$ cat src/rtl/rambus_pkg.sv
// Shared types and bus constants for the rambus Wishbone initiators.
package rambus_pkg;

  localparam int RAMBUS_ADR_W = 10;
  localparam int RAMBUS_DAT_W = 32;
  localparam logic [3:0] SEL_ALL = 4'hF;

  typedef enum logic [1:0] {
    IDLE  = 2'd0,
    FETCH = 2'd1,
    DRAIN = 2'd2,
    ABORT = 2'd3
  } state_e;

endpackage

$ cat src/rtl/sync_fifo.sv
// Single-clock FIFO with occupancy count, flush, and same-cycle push/pop.
// The head word reads as zero while the FIFO is empty.
module sync_fifo #(
  parameter int WIDTH = 32,
  parameter int DEPTH = 4
) (
  input  logic                     clk,
  input  logic                     rst_n,
  input  logic                     flush,
  input  logic                     push,
  input  logic [WIDTH-1:0]         din,
  input  logic                     pop,
  output logic [WIDTH-1:0]         dout,
  output logic [$clog2(DEPTH):0]   count,
  output logic                     empty
);

  localparam int AW = $clog2(DEPTH);
  localparam int CW = AW + 1;

  logic [WIDTH-1:0] mem [DEPTH];
  logic [AW-1:0]    wr_ptr;
  logic [AW-1:0]    rd_ptr;
  logic             full;
  logic             do_push;
  logic             do_pop;

  assign empty   = (count == '0);
  assign full    = (count == CW'(DEPTH));
  assign do_pop  = pop && !empty;
  assign do_push = push && (!full || do_pop);

  // NOTE: sequential state uses non-blocking (<=) so every flop samples pre-edge values.
  always_ff @(posedge clk or negedge rst_n) begin
    if (!rst_n) begin
      wr_ptr <= '0;
      rd_ptr <= '0;
      count  <= '0;
    end else if (flush) begin
      wr_ptr <= '0;
      rd_ptr <= '0;
      count  <= '0;
    end else begin
      if (do_push) wr_ptr <= wr_ptr + AW'(1);
      if (do_pop)  rd_ptr <= rd_ptr + AW'(1);
      count <= count + CW'(do_push) - CW'(do_pop);
    end
  end

  // NOTE: storage has no reset; the count alone decides which entries are meaningful.
  always_ff @(posedge clk) begin
    if (do_push && !flush) mem[wr_ptr] <= din;
  end

  assign dout = empty ? '0 : mem[rd_ptr];

endmodule

$ cat src/rtl/rambus_wb_reader.sv
// Wishbone classic read initiator: fetches a word range from the OpenRAM
// port B and streams it out through a prefetch FIFO, one-shot or looping.
module rambus_wb_reader
  import rambus_pkg::*;
#(
  parameter int FIFO_DEPTH     = 4,
  parameter int ACK_TIMEOUT    = 255,
  parameter int RAM_ADDR_WIDTH = 8
) (
  input  logic                      wb_clk_i,
  input  logic                      wb_rst_ni,
  input  logic                      start,
  input  logic                      stop,
  input  logic                      loop,
  input  logic [RAM_ADDR_WIDTH-1:0] start_addr,
  input  logic [RAM_ADDR_WIDTH-1:0] end_addr,
  output logic                      rambus_wb_clk_o,
  output logic                      rambus_wb_rst_o,
  output logic                      rambus_wb_stb_o,
  output logic                      rambus_wb_cyc_o,
  output logic                      rambus_wb_we_o,
  output logic [3:0]                rambus_wb_sel_o,
  output logic [RAMBUS_DAT_W-1:0]   rambus_wb_dat_o,
  output logic [RAMBUS_ADR_W-1:0]   rambus_wb_adr_o,
  input  logic                      rambus_wb_ack_i,
  input  logic [RAMBUS_DAT_W-1:0]   rambus_wb_dat_i,
  output logic [RAMBUS_DAT_W-1:0]   sample_data,
  output logic                      sample_valid,
  input  logic                      sample_ready,
  output logic                      busy,
  output logic                      done,
  output logic                      err
);

  localparam int          CNT_W    = $clog2(FIFO_DEPTH) + 1;
  localparam logic [15:0] TMO_LAST = 16'(ACK_TIMEOUT - 1);

  state_e                    state_q, state_d;
  logic                      stb_q, stb_d;
  logic [RAM_ADDR_WIDTH-1:0] addr_q, addr_d;
  logic [RAM_ADDR_WIDTH-1:0] first_q, first_d;
  logic [RAM_ADDR_WIDTH-1:0] last_q, last_d;
  logic                      loop_q, loop_d;
  logic                      err_q, err_d;
  logic                      done_q, done_d;
  logic [15:0]               tmo_q, tmo_d;

  logic                      fifo_push;
  logic                      fifo_pop;
  logic                      fifo_flush;
  logic                      fifo_empty;
  logic [CNT_W-1:0]          fifo_count;
  logic                      ack_seen;
  logic                      timed_out;

  sync_fifo #(
    .WIDTH (RAMBUS_DAT_W),
    .DEPTH (FIFO_DEPTH)
  ) u_fifo (
    .clk   (wb_clk_i),
    .rst_n (wb_rst_ni),
    .flush (fifo_flush),
    .push  (fifo_push),
    .din   (rambus_wb_dat_i),
    .pop   (fifo_pop),
    .dout  (sample_data),
    .count (fifo_count),
    .empty (fifo_empty)
  );

  assign sample_valid = !fifo_empty;
  assign fifo_pop     = sample_valid && sample_ready;

  // Only an ack that lands while our strobe is up belongs to us; late acks are dropped.
  assign ack_seen  = stb_q && rambus_wb_ack_i;
  assign timed_out = stb_q && !rambus_wb_ack_i && (tmo_q == TMO_LAST);

  // NOTE: every output of this block is defaulted first so no path can infer a latch.
  always_comb begin
    state_d    = state_q;
    stb_d      = stb_q;
    addr_d     = addr_q;
    first_d    = first_q;
    last_d     = last_q;
    loop_d     = loop_q;
    err_d      = err_q;
    done_d     = 1'b0;
    fifo_push  = 1'b0;
    fifo_flush = 1'b0;
    tmo_d      = (stb_q && !rambus_wb_ack_i) ? tmo_q + 16'd1 : 16'd0;

    unique case (state_q)
      IDLE: begin
        if (stop) begin
          fifo_flush = 1'b1;
        end else if (start) begin
          first_d = start_addr;
          last_d  = end_addr;
          loop_d  = loop;
          addr_d  = start_addr;
          err_d   = 1'b0;
          stb_d   = 1'b1;
          state_d = FETCH;
        end
      end

      FETCH: begin
        if (timed_out) begin
          stb_d      = 1'b0;
          err_d      = 1'b1;
          fifo_flush = 1'b1;
          state_d    = IDLE;
        end else if (stop) begin
          fifo_flush = 1'b1;
          if (stb_q && !rambus_wb_ack_i) begin
            state_d = ABORT;
          end else begin
            stb_d   = 1'b0;
            state_d = IDLE;
          end
        end else if (ack_seen) begin
          fifo_push = 1'b1;
          stb_d     = 1'b0;
          if (addr_q == last_q) begin
            if (loop_q) addr_d  = first_q;
            else        state_d = DRAIN;
          end else begin
            addr_d = addr_q + RAM_ADDR_WIDTH'(1);
          end
        end else if (!stb_q && (fifo_count < CNT_W'(FIFO_DEPTH))) begin
          // The count cannot rise while a transfer is pending, so this check cannot overflow.
          stb_d = 1'b1;
        end
      end

      DRAIN: begin
        if (stop) begin
          fifo_flush = 1'b1;
          state_d    = IDLE;
        end else if (fifo_empty) begin
          done_d  = 1'b1;
          state_d = IDLE;
        end
      end

      ABORT: begin
        fifo_flush = 1'b1;
        if (ack_seen || timed_out) begin
          stb_d   = 1'b0;
          err_d   = err_q || timed_out;
          state_d = IDLE;
        end
      end

      default: state_d = IDLE;
    endcase
  end

  always_ff @(posedge wb_clk_i or negedge wb_rst_ni) begin
    if (!wb_rst_ni) begin
      state_q <= IDLE;
      stb_q   <= 1'b0;
      addr_q  <= '0;
      first_q <= '0;
      last_q  <= '0;
      loop_q  <= 1'b0;
      err_q   <= 1'b0;
      done_q  <= 1'b0;
      tmo_q   <= '0;
    end else begin
      state_q <= state_d;
      stb_q   <= stb_d;
      addr_q  <= addr_d;
      first_q <= first_d;
      last_q  <= last_d;
      loop_q  <= loop_d;
      err_q   <= err_d;
      done_q  <= done_d;
      tmo_q   <= tmo_d;
    end
  end

  assign rambus_wb_clk_o = wb_clk_i;
  assign rambus_wb_rst_o = ~wb_rst_ni;
  assign rambus_wb_stb_o = stb_q;
  assign rambus_wb_cyc_o = stb_q;
  assign rambus_wb_we_o  = 1'b0;
  assign rambus_wb_sel_o = SEL_ALL;
  assign rambus_wb_dat_o = '0;
  assign rambus_wb_adr_o = RAMBUS_ADR_W'({addr_q, 2'b00});

  assign busy = (state_q != IDLE);
  assign done = done_q;
  assign err  = err_q;

endmodule

$ cat config.mk
export PLATFORM = sky130hd
export DESIGN_NAME = rambus_wb_reader
export DESIGN_NICKNAME = d
export VERILOG_FILES = /design/src/rtl/rambus_pkg.sv /design/src/rtl/sync_fifo.sv /design/src/rtl/rambus_wb_reader.sv
export SDC_FILE = /design/constraint.sdc
export NUM_CORES = 1
export LEC_CHECK = 0
export BUFFER_PORTS_ARGS = -buffer_cell sky130_fd_sc_hd__buf_2
export CAP_MARGIN = 20
export CORE_UTILIZATION = 37
export CTS_BUF_LIST = sky130_fd_sc_hd__clkbuf_4 sky130_fd_sc_hd__clkbuf_8
export DETAILED_ROUTE_END_ITERATION = 6
export SYNTH_ARGS = -nofsm -noshare
export SYNTH_HDL_FRONTEND = slang
export SYNTH_SLANG_ARGS = --single-unit
$ cat constraint.sdc
create_clock -name wb_clk_i -period 6.65 [get_ports wb_clk_i]
set_input_delay 0.665 -clock wb_clk_i [delete_from_list [all_inputs] [get_ports wb_clk_i]]
set_output_delay 0.665 -clock wb_clk_i [all_outputs]
set_load 0.01 [all_outputs]
======== Yosys cells after proc, flatten, opt, wreduce, memory -nomap -nowiden ========
Memories as Yosys holds them, arrays and structs flattened.
Index checks and enable logic that the tools add are counted.
word-level totals
  register bits ........................... 53
  memory bits (writable) .................. 128
  input port bits ......................... 55
  output and inout port bits .............. 87
  logic and storage cells ................. 124
  memories kept ........................... 1
operators by class
  $add $sub $neg .......................... 6
  order comparisons ....................... 1
  equal/unequal tests ..................... 20
  multiplexer cells ....................... 53
  bitwise operators ....................... 2
  reduce and logical (&&, ||, !) cells .... 29
memory list
  memory      words  bits a word  read ports  clocked after memory_dff  wr ports  RTL line         source
  u_fifo.mem  4      32           1           0                         1         sync_fifo.sv:21  logic [WIDTH-1:0] mem [DEPTH];
operators with widths
  operator                 number
  $mux W8                  7
  $mux W32                 1
  $mux W2                  15
  $mux W1                  23
  $add A16 B1 Y16 const B  1
  $eq A16 B8 Y1 const B    1
  $mux W16                 1
  $ne A4 B4 Y1 const B     4
  $pmux W8 S2              1
  $ne A2 B2 Y1 const B     7
  $reduce_and A7 Y1        2
  $pmux W1 S3              3
  $add A8 B1 Y8 const B    1
  $eq A8 B8 Y1             1
  $logic_and A1 B1 Y1      8
  $pmux W2 S4              1
  $reduce_bool A2 Y1       4
  $reduce_and A6 Y1        1
  $logic_not A1 Y1         5
  $ne A5 B5 Y1 const B     1
  $reduce_and A5 Y1        1
  $add A2 B1 Y2 const B    2
  $eq A2 B2 Y1 const B     2
  $add A3 B1 Y3            1
  other kinds (14)         17

======== Logic depth before layout (Yosys ltp) ========
Gate-level depths: netlist of run 1.
  depth after elaboration ................. 9
  mapped depth ............................ 9
  mapped depth without buffers ............ 8

======== By module ========
From an unflattened synthesis of run 1, not the netlist that was laid out.
second synthesis, totals
  cells, all modules ...................... 542
  area, all modules ....................... 8130.3 um^2
modules (own cells, without submodules)
  module            times used  cells each  area each (um^2)
  sync_fifo         1           250         5307.6
  rambus_wb_reader  1           292         2822.7

==> results by group, run 1 <==
Logic synthesis
  – Simple-Gate Fraction of Synth Area: 0.117
  – Yosys reg bits: 181
  – Synthesized instance count: 561
  – Synth warn: 0
  – Synth Area in Adders: 0.0163
  – Complex-gate fraction of the synthesized area: 0.0318
  – Asr flop ratio synth: 0.293
  – Post-synth EDFFs: 128
  – Post-synthesis mux area share: 0.111
  – Post-synthesis xor/xnor area fraction: 0.0310
  – Main combinational cell family by area after synthesis: simple AND/OR/NAND/NOR gates
  – Syn_area_per_cell: 14.5 µm²
  – Sequential area share after synthesis: 0.635
  – Top FF cell, synth: edfxtp_1
  – Mapped Area: 8140 µm²
  – Cell variety after synth: 54

CTS
  – Cts repair resizes: 0
  – CTS Hold Bufs: 0
  – Clock Pin Slew Worst Setup and Hold Paths: 0.11 ns
  – Clock Latency Late Sink: 0.57 ns
  – Postcts setup bufs: 0
  – CTS tree: yes

Detailed routing
  – TritonRoute pass-1 iters: 4
  – DR WL/cell: 16.8 µm
  – DR vias: 4667
  – DRT antenna net count: 0
  – # DRC: 0
  – DR vias/cell: 4.93
  – Total Routed Length: 15900 µm
  – Initial DRC Count: 243

Final layout
  – Post-route insts no fill: 947
  – Share of cells above drive strength 1: 0.304
  – Area grow syn2layout: 13.1%
  – Post-Layout Inst Area: 9210 µm²
  – Nets@finish: 723

Place
  – IO Port Bufs: 102
  – Hpwl dp: 10200 µm
  – Post-DP Area: 8750 µm²
  – Placed Cells: 911
  – Gpl congestion: 0.802

Timing
  – Setup TNS: 0 ns
  – Final setup violation count: 0
  – Slew @ Worst Pin: 1.05 ns
  – Hold_ws: 0.211 ns
  – Max-slew violation count: 0
  – Skew final: 0.0194 ns
  – Fin. Hold Viols: 0
  – RSZ-0062 raised after global routing: false
  – Worst rel slew slack: 0.296

Worst setup path
  – WP data arrival: 3.67 ns
  – Reg-to-Reg End: u_fifo.mem[3][10]
  – Worst Path Required: 5.98 ns
  – Critical-path cell list: clkbuf_8, clkbuf_8, buf_2
  – Kind of critical path: clock port to output pin
  – Largest stage delay, worst path: 0.13 ns
  – Crit. Startpoint: wb_clk_i
  – Max stage delay cell, worst path: buf_2
  – Crit path launch type: clock port
  – CP most frequent cell: clkbuf_8
  – Crit path max fanout: 2
  – R2r worst-path depth: 4
  – CP endpoint kind: output pin
  – Reg2reg start: state_q[0]
  – R2r setup slk: 3.56 ns

Die
  – Die W: 150 µm
  – Top Ports: 142
  – Row cnt: 53
  – Core Region: 21300 µm²
  – Starting Density: 0.382
  – Die height: 150 µm
  – Die area: 22600 µm²

Min path
  – Min-delay worst type: input pin to async pin

Outcome
  – Result of the run: finished clean

Pwr
  – Switch Pwr: 1.24 mW
  – VDD IR-drop max: 0.183 mV
  – Pwr Total: 3.47 mW
  – Combinational share of power: 0.334
  – P_int: 2.23 mW
  – Sequential share of power: 0.428
  – P_leak: 3.48 nW
  – Clock Power Share: 0.239
  – Net Sw Frac: 0.357
  – PD cells: 377 nW/µm²

Global routing
  – Largest net degree at the start of global routing: 55
  – First-pass GRT wire length: 25500 µm
  – Grt ovf: 0
  – Vias in the first global route: 4751
  – Initial antenna violation count: 1
  – Overall Global Routing Usage: 0.151

Run
  – Max-cap check violation count: 0
how the worst max path moves through the flow:
stage	to	depth (start not counted)
CTS	rambus_wb_clk_o	3
detailed placement	rambus_wb_clk_o	1
floorplan	rambus_wb_clk_o	1
finish	rambus_wb_clk_o	3
global placement	rambus_wb_clk_o	1
global route	rambus_wb_clk_o	3
sequential cells by signal, summed over array words and instances (netlist names), 3 cells and up:
register / cells
addr_q: 8
tmo_q: 16
u_fifo.count: 3
last_q: 8
u_fifo.mem: 128
first_q: 8
area by class of cell:
cell class | instances | area, µm²
Antenna cell | 1 | 2.50
Clock buffer | 22 | 288
Clock inverter | 14 | 179
Fill cell | 1942 | 12100
Inverter | 12 | 45.0
Multi-Input combinational cell | 338 | 2650
Sequential cell | 181 | 5170
Tap cell | 275 | 344
Timing Repair Buffer | 104 | 528
power groups by stage:
| stage | logic, mW | registers (mW) | clock network (mW) |
|---|---|---|---|
| finish | 1.16 | 1.48 | 0.828 |
| global route | 1.28 | 1.51 | 0.892 |
| CTS | 1.18 | 1.48 | 0.850 |
| detailed placement | 1.18 | 1.51 | 0.00909 |
| global placement | 1.15 | 1.50 | 0.00909 |
| floorplan | 0.863 | 1.46 | 0.0124 |
critical path, delay by kind of cell:
family	cells	cell delay (ns)
buffers and inverters	3	0.35
placed cells by master (no fill, tap or decap), drive strengths merged, types with 6 or more instances in the layout:
master and instances:
edfxtp 128, nand3 13, and2 37, mux2 16, nand4 6, nor2 28
nor3 11, conb 39, o31ai 6, dfrtp 53, xor2 10, nand2 50
mux4 32, ha 9, o21ai 7, inv 19, clkbuf 21, a21oi 6
xnor2 18, nand2b 6, buf 105
cells in the mapped netlist (2+ instances only):
cell	number	area share
edfxtp_1	128	0.47
dfrtp_1	53	0.16
nand2_1	50	0.023
buf_4	41	0.038
and2_1	37	0.028
mux4_2	32	0.089
nor2_1	28	0.013
xnor2_1	17	0.018
mux2_2	16	0.022
clkbuf_1	15	0.0069
nand3_1	13	0.0080
inv_1	12	0.0055
nor3_1	10	0.0061
xor2_1	10	0.011
buf_2	9	0.0055
ha_1	9	0.014
a21oi_1	6	0.0037
nand2b_1	6	0.0046
o31ai_1	6	0.0055
and4_1	5	0.0054
o21ai_0	5	0.0031
a211oi_1	4	0.0037
nand4_1	4	0.0031
nor2b_1	3	0.0023
nor4_1	3	0.0023
o211ai_1	3	0.0028
o21a_1	3	0.0028
a31oi_1	2	0.0015
and3_1	2	0.0015
conb_1	2	0.00092
nor3b_1	2	0.0018
nor4b_1	2	0.0022
or3_1	2	0.0015
per-layer routing:
layer | routed length, µm | up-vias | track usage
met5 | 8 | - | 0
met4 | 133 | 2 | 0.0444
met3 | 778 | 9 | 0.0409
met2 | 7850 | 133 | 0.249
met1 | 7160 | 2352 | 0.195
li1 | - | 2171 | -
cells by family (layout without fill, tap and decap cells):
logic type / count (synthesis) / count (layout)
DFF: 181 / 181
and+or+nand+nor: 176 / 176
buffers and inverters: 79 / 152
muxes: 48 / 48
AOI/OAI and AO/OA: 37 / 37
xor gates and xnor gates: 28 / 28
adders and majority gates: 10 / 10
other: 2 / 40
per-stage QoR:
stage                util  setup slack [ns]
detailed placement  0.411              2.55
CTS                 0.433              2.31
finish              0.433              2.31
global placement    0.411              2.55
global route        0.433              2.30
floorplan               -              2.54
No activity file was read; power rests on OpenSTA's default activity.
==> inputs of run 2 (changes only) <==
==> constraint.sdc (replaced) <==
create_clock -name wb_clk_i -period 3.75 [get_ports wb_clk_i]
set_input_delay 0.375 -clock wb_clk_i [delete_from_list [all_inputs] [get_ports wb_clk_i]]
set_output_delay 0.375 -clock wb_clk_i [all_outputs]
set_load 0.01 [all_outputs]
==> results by group, run 2 (synthesis results as in run 1) <==
Outcome
  – Result of the run: finished clean

Worst setup path
  – Critical-path cell list: buf_4, mux4_2, and2_1, buf_2
  – R2r worst-path depth: 5
  – Largest stage delay, worst path: 0.58 ns
  – R2r setup slk: 1.05 ns
  – Crit path launch type: flop
  – Reg-to-Reg End: u_fifo.mem[3][28]
  – Worst Path Required: 3.38 ns
  – Reg2reg start: state_q[1]
  – Kind of critical path: flop to output pin
  – Crit path max fanout: 34
  – Max stage delay cell, worst path: mux4_2
  – WP data arrival: 2.44 ns
  – CP endpoint kind: output pin

Detailed routing
  – # DRC: 0
  – DR vias: 4886
  – DR vias/cell: 4.94
  – DR WL/cell: 16.5 µm
  – Total Routed Length: 16300 µm
  – DRT antenna net count: 0
  – TritonRoute pass-1 iters: 4
  – Initial DRC Count: 299

Die
  – Core Region: 21300 µm²
  – Die area: 22600 µm²
  – Die height: 150 µm
  – Top Ports: 142
  – Row cnt: 53
  – Starting Density: 0.382
  – Die W: 150 µm

Global routing
  – Grt ovf: 0
  – First-pass GRT wire length: 25800 µm
  – Vias in the first global route: 4871
  – Largest net degree at the start of global routing: 55
  – Overall Global Routing Usage: 0.153
  – Initial antenna violation count: 0

CTS
  – Cts repair resizes: 0
  – Clock Latency Late Sink: 0.58 ns
  – CTS tree: yes
  – Clock Pin Slew Worst Setup and Hold Paths: 0.10 ns

Timing
  – Slew @ Worst Pin: 0.855 ns
  – Max-slew violation count: 0
  – Skew final: 0.0204 ns
  – Setup TNS: 0 ns
  – Worst Slack Setup Final: 0.937 ns
  – Period utilisation layout: 0.750
  – Fin. Hold Viols: 0
  – F_max: 355 MHz
  – Worst rel slew slack: 0.430
  – RSZ-0062 raised after global routing: false
  – Final setup violation count: 0
  – Minimum clock period: 2.81 ns
  – Hold_ws: 0.0313 ns

Final layout
  – Util after Layout: 0.450
  – Commonest non-fill, non-tap cells in the layout: 128 x edfxtp_1, 102 x buf_2, 51 x dfrtp_1
  – Most common cell after layout, fill and taps aside: edfxtp_1
  – # diodes: 0
  – Nets@finish: 767
  – Share of cells above drive strength 1: 0.295
  – Max FFs per register: 128
  – Area grow syn2layout: 17.7%
  – Top Registers: u_fifo.mem (128), tmo_q (16)
  – Top reg by flops: u_fifo.mem

Min path
  – Min-delay worst type: input pin to flop
  – Worst hold path endpoint: u_fifo.mem[0][10]
  – Min-Delay Path Depth: 1
  – Min-delay src: rambus_wb_dat_i[10]

Run
  – Max-cap check violation count: 0

Place
  – Gpl congestion: 0.765
  – Dpl ws: 1.02 ns
  – Hpwl dp: 10500 µm
  – IO Port Bufs: 102

Pwr
  – Pwr Total: 6.08 mW
  – VDD IR-drop max: 0.336 mV
  – P_leak: 3.65 nW
  – PD cells: 634 nW/µm²
[run 2: cell count changes in the layout (fill, tap and decap cells not counted), sizes merged]
cell	delta
dlygate4sd3	+36
buf	+8
bufinv	-1
clkbuf	-1
clkinv	+1
clkinvlp	+1
diode	-1
[run 2: timing repair]
action / CTS / global route
hold buffers: 33 / 3
endpoints found under the hold margin: 141 / 10
setup buffers: 0 / 0
[run 2: final cells by class]
| class | instances | area [µm²] |
|---|---|---|
| fill | 1880 | 11700 |
| clock inverter | 15 | 136 |
| timing repair buffer | 148 | 948 |
| sequential | 181 | 5170 |
| clock buffer | 21 | 280 |
| tap | 275 | 344 |
| inverter | 12 | 45.0 |
| multi-input combinational | 338 | 2650 |
[run 2: metrics by stage]
step           area, µm²  instances
3_3_place_gp        8810        919
4_1_cts             9550        987
6_report            9580        990
2_1_floorplan       8280        598
5_1_grt             9580        990
3_5_place_dp        8810        919
[run 2: report_power, final]
part / total, mW / switching [mW] / internal, mW
Combinational: 2.11 / 1.14 / 0.971
Clock: 1.34 / 0.779 / 0.560
Sequential: 2.63 / 0.255 / 2.37
Total: 6.08 / 2.17 / 3.90
[run 2: critical path: cells and delay by family (launching register included)]
family,cells,cell delay (ns)
and+or+nand+nor,1,0.20
buffers and inverters,2,0.67
muxes,1,0.58
DFF,1,0.35
[run 2: worst max path at each step]
stage                                   end              from  slack, ns  cells past startpoint
after floorplan            u_fifo.mem[0][0]        state_q[1]       1.21                      5
after global placement    u_fifo.mem[3][23]        state_q[1]       1.12                      5
after detailed placement  u_fifo.mem[3][23]        state_q[1]       1.02                      5
after CTS                   sample_data[17]  u_fifo.rd_ptr[0]       0.86                      4
after global routing        sample_data[17]  u_fifo.rd_ptr[0]       0.77                      4
final                       sample_data[17]  u_fifo.rd_ptr[0]       0.94                      4
[run 2: layer usage]
layer  global-route usage  share of wire  vias up
li1                     -              -     2251
met1                0.204           0.45     2443
met2                0.240           0.48      172
met3               0.0394          0.057       20
met4               0.0571          0.014        0
met5                    0              0        -
==> inputs of run 3 (changes only) <==
==> constraint.sdc (replaced) <==
create_clock -name wb_clk_i -period 2.6 [get_ports wb_clk_i]
set_input_delay 0.26 -clock wb_clk_i [delete_from_list [all_inputs] [get_ports wb_clk_i]]
set_output_delay 0.26 -clock wb_clk_i [all_outputs]
set_load 0.01 [all_outputs]
==> results by group, run 3 (synthesis results as in run 1) <==
Timing
  – Final setup violation count: 0
  – RSZ-0062 raised after global routing: false
  – Setup TNS: 0 ns
  – Skew final: 0.0250 ns
  – Period utilisation layout: 0.916
  – Hold_ws: 0.0417 ns
  – Fin. Hold Viols: 0
  – Minimum clock period: 2.38 ns
  – Slew @ Worst Pin: 0.587 ns
  – F_max: 420 MHz
  – Worst rel slew slack: 0.605
  – Max-slew violation count: 0

Global routing
  – Initial antenna violation count: 0
  – First-pass GRT wire length: 26400 µm
  – Overall Global Routing Usage: 0.156
  – Largest net degree at the start of global routing: 36
  – Grt ovf: 0
  – Vias in the first global route: 5010

Die
  – Starting Density: 0.382
  – Row cnt: 53
  – Die height: 150 µm
  – Die area: 22600 µm²
  – Core Region: 21300 µm²
  – Top Ports: 142
  – Die W: 150 µm

Worst setup path
  – Worst Path Required: 2.34 ns
  – CP endpoint kind: output pin
  – WP data arrival: 2.12 ns
  – Crit path launch type: flop
  – Kind of critical path: flop to output pin
  – Crit path max fanout: 17

Final layout
  – Top Registers: u_fifo.mem (128), tmo_q (16)
  – Post-route insts no fill: 1007
  – Multi-input logic area: 2650 µm²
  – Commonest non-fill, non-tap cells in the layout: 128 x edfxtp_1, 102 x buf_2, 51 x dfrtp_1
  – Top reg by flops: u_fifo.mem
  – Post-Layout Inst Area: 9910 µm²
  – # diodes: 0
  – Most common cell after layout, fill and taps aside: edfxtp_1
  – Register area: 5170 µm²
  – Max FFs per register: 128
  – Nets@finish: 784
  – # fillers: 1863
  – Share of cells above drive strength 1: 0.294
  – Area grow syn2layout: 21.7%

Detailed routing
  – Highest metal used: met4
  – TritonRoute pass-1 iters: 5
  – DR vias: 4916
  – DRT antenna net count: 0
  – DR WL/cell: 16.5 µm
  – Met3 wire len: 765 µm
  – # DRC: 0
  – Met1 wire length: 7650 µm
  – DR WL met2: 8120 µm
  – Total Routed Length: 16700 µm
  – DR vias/cell: 4.88
  – Initial DRC Count: 260

Place
  – Placed Cells: 922
  – Post-DP Area: 8890 µm²
  – Hpwl dp: 10600 µm
  – Gpl congestion: 0.766
  – IO Port Bufs: 102

Pwr
  – VDD IR-drop max: 0.708 mV
  – PD cells: 926 nW/µm²
  – Pwr Total: 9.18 mW
  – P_leak: 3.79 nW

Outcome
  – Result of the run: finished clean

CTS
  – Clock Latency Late Sink: 0.57 ns
  – Clock Pin Slew Worst Setup and Hold Paths: 0.11 ns
  – CTS tree: yes

Min path
  – Min-delay worst type: input pin to flop

Run
  – Max-cap check violation count: 0
==> run 3: final cells by class <==
class / count / share of cell area
well taps: 275 / 0.0347
flip-flops and latches: 181 / 0.522
repair buffers: 165 / 0.118
clock buffers: 21 / 0.0283
inverters: 12 / 0.00455
multi-input cells: 338 / 0.268
clock inverters: 15 / 0.0240
==> run 3: worst max-delay path, stage by stage, from the launching register on <==
cell	delay (ns)
dfrtp_4	0.63
buf_4	0.28
mux4_2	0.32
and2_1	0.18
buf_2	0.14
==> run 3: stage by stage <==
| step | util | setup WS [ns] |
|---|---|---|
| after global placement | 0.418 | 0.429 |
| after floorplan | - | 0.0559 |
| after CTS | 0.465 | 0.0584 |
| after global routing | 0.465 | 0.0980 |
| after detailed placement | 0.418 | 0.334 |
| final | 0.465 | 0.218 |
==> run 3: final timing paths <==
check | from | end | slack, ns | cells after the start
max in group asynchronous | wb_rst_ni | first_q[0] | 1.56 | 3
max reg2reg | rambus_wb_cyc_o | u_fifo.mem[2][3] | 0.27 | 5
max | u_fifo.rd_ptr[1] | sample_data[20] | 0.22 | 4
min | start | err | 0.04 | 4
min in group asynchronous | wb_rst_ni | tmo_q[7] | 0.20 | 2
min reg2reg | first_q[0] | first_q[0] | 0.49 | 2
==> run 3: timing repair <==
item,in CTS,in global routing
gates resized for setup,0,1
buffers inserted,0,0
endpoints found under the hold margin,169,0
hold buffers,50,0
setup endpoints to repair,0,1
==> run 3: metal layers <==
layer,vias to the layer above,GRT usage
li1,2283,-
met3,10,0.0376
met2,147,0.256
met4,0,0.0485
met5,-,0
met1,2476,0.203
==> run 3: report_power, final <==
group          internal (mW)  total (mW)  switching [mW]
sequential              3.42        3.75           0.332
combinational           1.46        3.16            1.70
clock                  0.920        2.26            1.34
total                   5.80        9.18            3.37
